==> src/rtl/vend_next_state.sv <==
// Next-state and datapath logic for a nickel vending controller.
// State lives in an external memory: CS is last cycle's NS, returned by that memory.
module vend_next_state (
  input  logic       CLK,
  input  logic       RST,
  input  logic [3:0] CS,
  input  logic [1:0] COIN,
  input  logic [1:0] SEL,
  input  logic       SEL_V,
  input  logic       CANCEL,
  output logic [3:0] NS,
  output logic [5:0] CREDIT,
  output logic [1:0] PROD,
  output logic       DISPENSE,
  output logic       CHANGE_OUT,
  output logic       COIN_REJ,
  output logic       DENY
);

  typedef enum logic [3:0] {
    S_IDLE    = 4'b0000,
    S_COLLECT = 4'b0001,
    S_VEND    = 4'b0010,
    S_CHANGE  = 4'b0011
  } state_e;

  localparam logic [6:0] CREDIT_MAX = 7'd40;

  function automatic logic [5:0] coin_value(input logic [1:0] c);
    case (c)
      2'b01:   coin_value = 6'd1;
      2'b10:   coin_value = 6'd2;
      2'b11:   coin_value = 6'd5;
      default: coin_value = 6'd0;
    endcase
  endfunction

  function automatic logic [5:0] price(input logic [1:0] s);
    case (s)
      2'b00:   price = 6'd5;
      2'b01:   price = 6'd10;
      2'b10:   price = 6'd15;
      default: price = 6'd20;
    endcase
  endfunction

  state_e     ns_d, hold_s;
  logic [5:0] credit_q, credit_d;
  logic [1:0] prod_q, prod_d;
  logic [1:0] timer_q, timer_d;
  logic       coin_rej_q, coin_rej_d;
  logic       deny_q, deny_d;
  logic [6:0] coin_sum;
  logic [5:0] sel_price;
  logic       coin_present;

  assign coin_present = (COIN != 2'b00);
  assign coin_sum     = {1'b0, credit_q} + {1'b0, coin_value(COIN)};
  assign sel_price    = price(SEL);
  // Rejected coins and refused selects leave the state where it was.
  assign hold_s       = (CS == S_COLLECT) ? S_COLLECT : S_IDLE;

  always_comb begin
    ns_d       = S_IDLE;
    credit_d   = credit_q;
    prod_d     = prod_q;
    timer_d    = timer_q;
    coin_rej_d = 1'b0;
    deny_d     = 1'b0;
    if (RST) begin
      case (CS)
        S_IDLE, S_COLLECT: begin
          if (CANCEL) begin
            ns_d       = (credit_q != 6'd0) ? S_CHANGE : S_IDLE;
            coin_rej_d = coin_present;
          end else if (coin_present) begin
            if (coin_sum <= CREDIT_MAX) begin
              credit_d = coin_sum[5:0];
              ns_d     = S_COLLECT;
            end else begin
              coin_rej_d = 1'b1;
              ns_d       = hold_s;
            end
          end else if (SEL_V) begin
            if (credit_q >= sel_price) begin
              ns_d     = S_VEND;
              credit_d = credit_q - sel_price;
              prod_d   = SEL;
              timer_d  = 2'd0;
            end else begin
              deny_d = 1'b1;
              ns_d   = hold_s;
            end
          end else begin
            ns_d = (credit_q != 6'd0) ? S_COLLECT : S_IDLE;
          end
        end
        S_VEND: begin
          coin_rej_d = coin_present;
          timer_d    = timer_q + 2'd1;
          if (timer_q < 2'd2) ns_d = S_VEND;
          else                ns_d = (credit_q != 6'd0) ? S_CHANGE : S_IDLE;
        end
        S_CHANGE: begin
          coin_rej_d = coin_present;
          if (credit_q != 6'd0) credit_d = credit_q - 6'd1;
          ns_d = (credit_q <= 6'd1) ? S_IDLE : S_CHANGE;
        end
        default: begin
          ns_d     = S_IDLE;
          credit_d = 6'd0;
        end
      endcase
    end
  end

  always_ff @(posedge CLK) begin
    if (!RST) begin
      credit_q   <= 6'd0;
      prod_q     <= 2'b00;
      timer_q    <= 2'd0;
      coin_rej_q <= 1'b0;
      deny_q     <= 1'b0;
    end else begin
      credit_q   <= credit_d;
      prod_q     <= prod_d;
      timer_q    <= timer_d;
      coin_rej_q <= coin_rej_d;
      deny_q     <= deny_d;
    end
  end

  assign NS         = ns_d;
  assign CREDIT     = credit_q;
  assign PROD       = prod_q;
  assign DISPENSE   = (CS == S_VEND);
  assign CHANGE_OUT = (CS == S_CHANGE) && (credit_q != 6'd0);
  assign COIN_REJ   = coin_rej_q;
  assign DENY       = deny_q;

endmodule

==> config.mk <==
export PLATFORM = sky130hd
export DESIGN_NAME = vend_next_state
export DESIGN_NICKNAME = d
export VERILOG_FILES = /design/src/rtl/vend_next_state.sv
export SDC_FILE = /design/constraint.sdc
export NUM_CORES = 1
export LEC_CHECK = 0
export CORE_AREA = 8 8 68 70
export DETAILED_ROUTE_END_ITERATION = 16
export DIE_AREA = 0 0 76 78
export HOLD_SLACK_MARGIN = 0.02
export SLEW_MARGIN = 0
export SYNTH_ARGS = -nofsm -noshare
export SYNTH_HDL_FRONTEND = slang
export SYNTH_SLANG_ARGS = --single-unit
==> constraint.sdc <==
create_clock -name CLK -period 3 [get_ports CLK]
set_clock_uncertainty 0.05 [all_clocks]
set_input_delay 0.45 -clock CLK [delete_from_list [all_inputs] [get_ports CLK]]
set_output_delay 0.45 -clock CLK [all_outputs]
set_load 0.005 [all_outputs]
==> flow_metrics.tcl <==
set metrics [dict create \
    drv_slew 0 \
    pwr-share-seq 0.302 \
    internal_power_mw 0.3645 \
    hold_violations 0 \
    antenna_found_initial 0 \
    cpPeakStageDelay_ps 510 \
    core_um2 3551 \
    rows 22 \
    portBuffers 25 \
    area_growth_pct 57.21 \
    drtAntennaViolNets 0 \
    drc 0 \
    synth_edf_count 0 \
    dieHeight_um 78 \
    yosysWarnings 0 \
    holdCritPathClass "reg2reg" \
    grt_first_pass_wirelength_mm 8.286 \
    setup_violations 1 \
    p_leak_nw 0.8991 \
    syn_area_um2 1380 \
    critPathSlowestCell "or4_4" \
    firstDrtPassIters 4 \
    track_usage 0.1642 \
    vias 1638 \
    run_status "finished with violations" \
    root_buffer "clkbuf_4" \
    peakVddDrop_mv 0.2430 \
    wl_per_cell_um 16.52 \
    grt-ovfl-total 0 \
    place_congestion 0.8737 \
    die-area_um2 5928 \
    ys_seq_area_frac 0.1741 \
    clock_latency_ps 280 \
    dp_hpwl_mm 3.816 \
    finalCoreUtilization 0.6110 \
    cts_max_level 1 \
    numCtsBuffers 3 \
    swShare 0.3635 \
    critPathCaptureType "output port" \
    grt_max_degree 12 \
    tritoncts "yes" \
    hold_buffers 0 \
    routed_wl_mm 4.938 \
    cap_violations 0 \
    start_util 0.3887 \
    drtIter0Drc 82 \
    drive_above_1_share 0.3625 \
    rsz0062_at_grt "true" \
    viasPerCell 5.478 \
    comb_power_share 0.519 \
    critPathMaxFanout 3 \
    synth_async_sr_flop_share 0 \
    syn_area_per_cell_um2 7.667 \
    numClockSinks 12 \
    clockBufferDepth 2 \
    nNetsFinal 279 \
    failed_checks "negative setup slack" \
    arrival_ps 2540 \
    setup_ws_ps -36.22 \
    fin_crit_sh 1.012 \
    io_pins 28 \
    num_antenna_cells 0 \
    fmax_mhz 329.4 \
    critical_path_class "in2out" \
    ys_ff_latch 12 \
    path_cells "buf_6 -> inv_4 -> ha_4 -> inv_2 -> fa_2 -> nor2b_4 -> o31a_1 -> or4_4 -> o221ai_2 -> o311ai_1 -> a21oi_1 -> buf_2" \
    syn_inst 180 \
    cp-start-kind "primary input" \
    switchingPower_mw 0.2081 \
    p_per_area_nw_per_um2 263.9 \
    synth_flop_cell "dfxtp_1" \
    period_minus_slack_ps 3036 \
    grt_pass1_vias 1738 \
    clkPwrFrac 0.179 \
    cp.required_ps 2500 \
    synth.distinct_cells 54 \
    die_x_um 76 \
    power.total_mw 0.5726 \
    path_clk_slew_ps 70 \
]
[routing by layer]
layer	up-vias	routed length, um	GRT usage	part of all wire
li1	804	-	-	-
met1	776	2119	0.1827	0.43
met2	56	2513	0.3076	0.51
met3	2	287	0.04147	0.058
met4	0	18	0.02941	0.0036
met5	-	0	0	0
[cell usage after synthesis (2+ instances only)]
cell type  count  area, um^2
nor2_1        23       86.33
nand2_1       19       71.32
a21oi_1       16       80.08
dfxtp_1       12       240.2
ha_1          12       150.1
inv_1         10       37.54
o21ai_0        9       45.04
a211oi_1       7       52.55
nor3_1         6       30.03
o22ai_1        5       31.28
buf_4          3       22.52
a221oi_1       2       17.52
a31oi_1        2       12.51
and2_1         2       12.51
and2b_2        2       17.52
buf_2          2       10.01
buf_6          2       22.52
fa_1           2       40.04
mux2i_1        2       20.02
nand3_1        2       10.01
nor2b_1        2       12.51
nor3b_1        2       15.01
o31a_1         2       17.52
o32ai_1        2       17.52
or3_1          2       12.51
xor2_1         2       17.52
[worst paths after layout]
path,start,cells after the start,slack (ps),endpoint
max,SEL[1],12,-40,NS[0]
min,PROD[1],2,450,PROD[1]
max reg2reg,CREDIT[0],11,280,CREDIT[0]
min reg2reg,PROD[1],2,450,PROD[1]
[worst max-delay path: cells and delay by family]
family / cells / cell delay (ps)
AO/OA/AOI/OAI: 4 / 760
AND/OR/NAND/NOR: 2 / 560
adder cells (fa/ha/maj): 2 / 410
buffers and inverters: 4 / 350
[layout by cell type, fill, tap and decap left out, types with 3 or more instances in the layout]
cell type and n:
ha_1 7, buf_4 48, o21ai_0 8, nor3_1 5
inv_1 6, dfxtp_1 11, a21oi_1 15, a211oi_1 7
clkdlybuf4s50_1 19, o22ai_1 5, nor2_1 22, nand2_1 19
buf_6 3, ha_4 4, clkbuf_4 3
[stage by stage]
step                hold WS (ps)  cells  TNS, ps  setup slack [ps]  instance area (um^2)
finish                     447.2    299   -36.22            -36.22                  2170
CTS                        454.1    299        0           0.04108                  2136
floorplan                  438.4    181        0             99.65                  1384
detailed placement         436.3    293    -4868            -915.9                  1988
global route               490.1    299   -97.74            -97.74                  2170
global placement           431.7    293    -4142            -883.5                  1988
[flip-flops by register name, indices dropped and copies added, names as in the netlist]
signal,count
CREDIT,6
DENY,1
timer_q,2
PROD,2
COIN_REJ,1
[cell type report]
class	count	area (um^2)
inverter	10	42.54
sequential	12	241.5
tap	48	60.06
clock buffer	3	22.52
multi-input combinational	151	1176
fill	318	1381
timing repair buffer	75	626.9
[timing repair]
action,CTS,global route
endpoints found under the setup margin,8,7
pin swaps,14,11
resized for setup,45,9
buffers inserted,3,0
[power groups by stage]
stage / logic [mW] / registers (mW) / clock network (mW)
6_report: 0.297 / 0.173 / 0.103
5_1_grt: 0.323 / 0.174 / 0.114
4_1_cts: 0.287 / 0.172 / 0.105
3_5_place_dp: 0.258 / 0.175 / 0
3_3_place_gp: 0.253 / 0.175 / 0
2_1_floorplan: 0.137 / 0.175 / 0
[kinds of logic (layout without fill, tap and decap cells)]
logic type / count (synthesis) / count (layout) / share of synthesized area
muxes: 3 / 3 / 0.03082
xor gates and xnor gates: 3 / 3 / 0.01904
other: 1 / 2 / 0.002717
AOI/OAI and AO/OA: 59 / 59 / 0.3083
buffers and inverters: 18 / 88 / 0.06981
and+or+nand+nor: 70 / 70 / 0.2575
DFF: 12 / 12 / 0.1741
adders and majority gates: 14 / 14 / 0.1378
No activity file was read; power rests on OpenSTA's default activity.
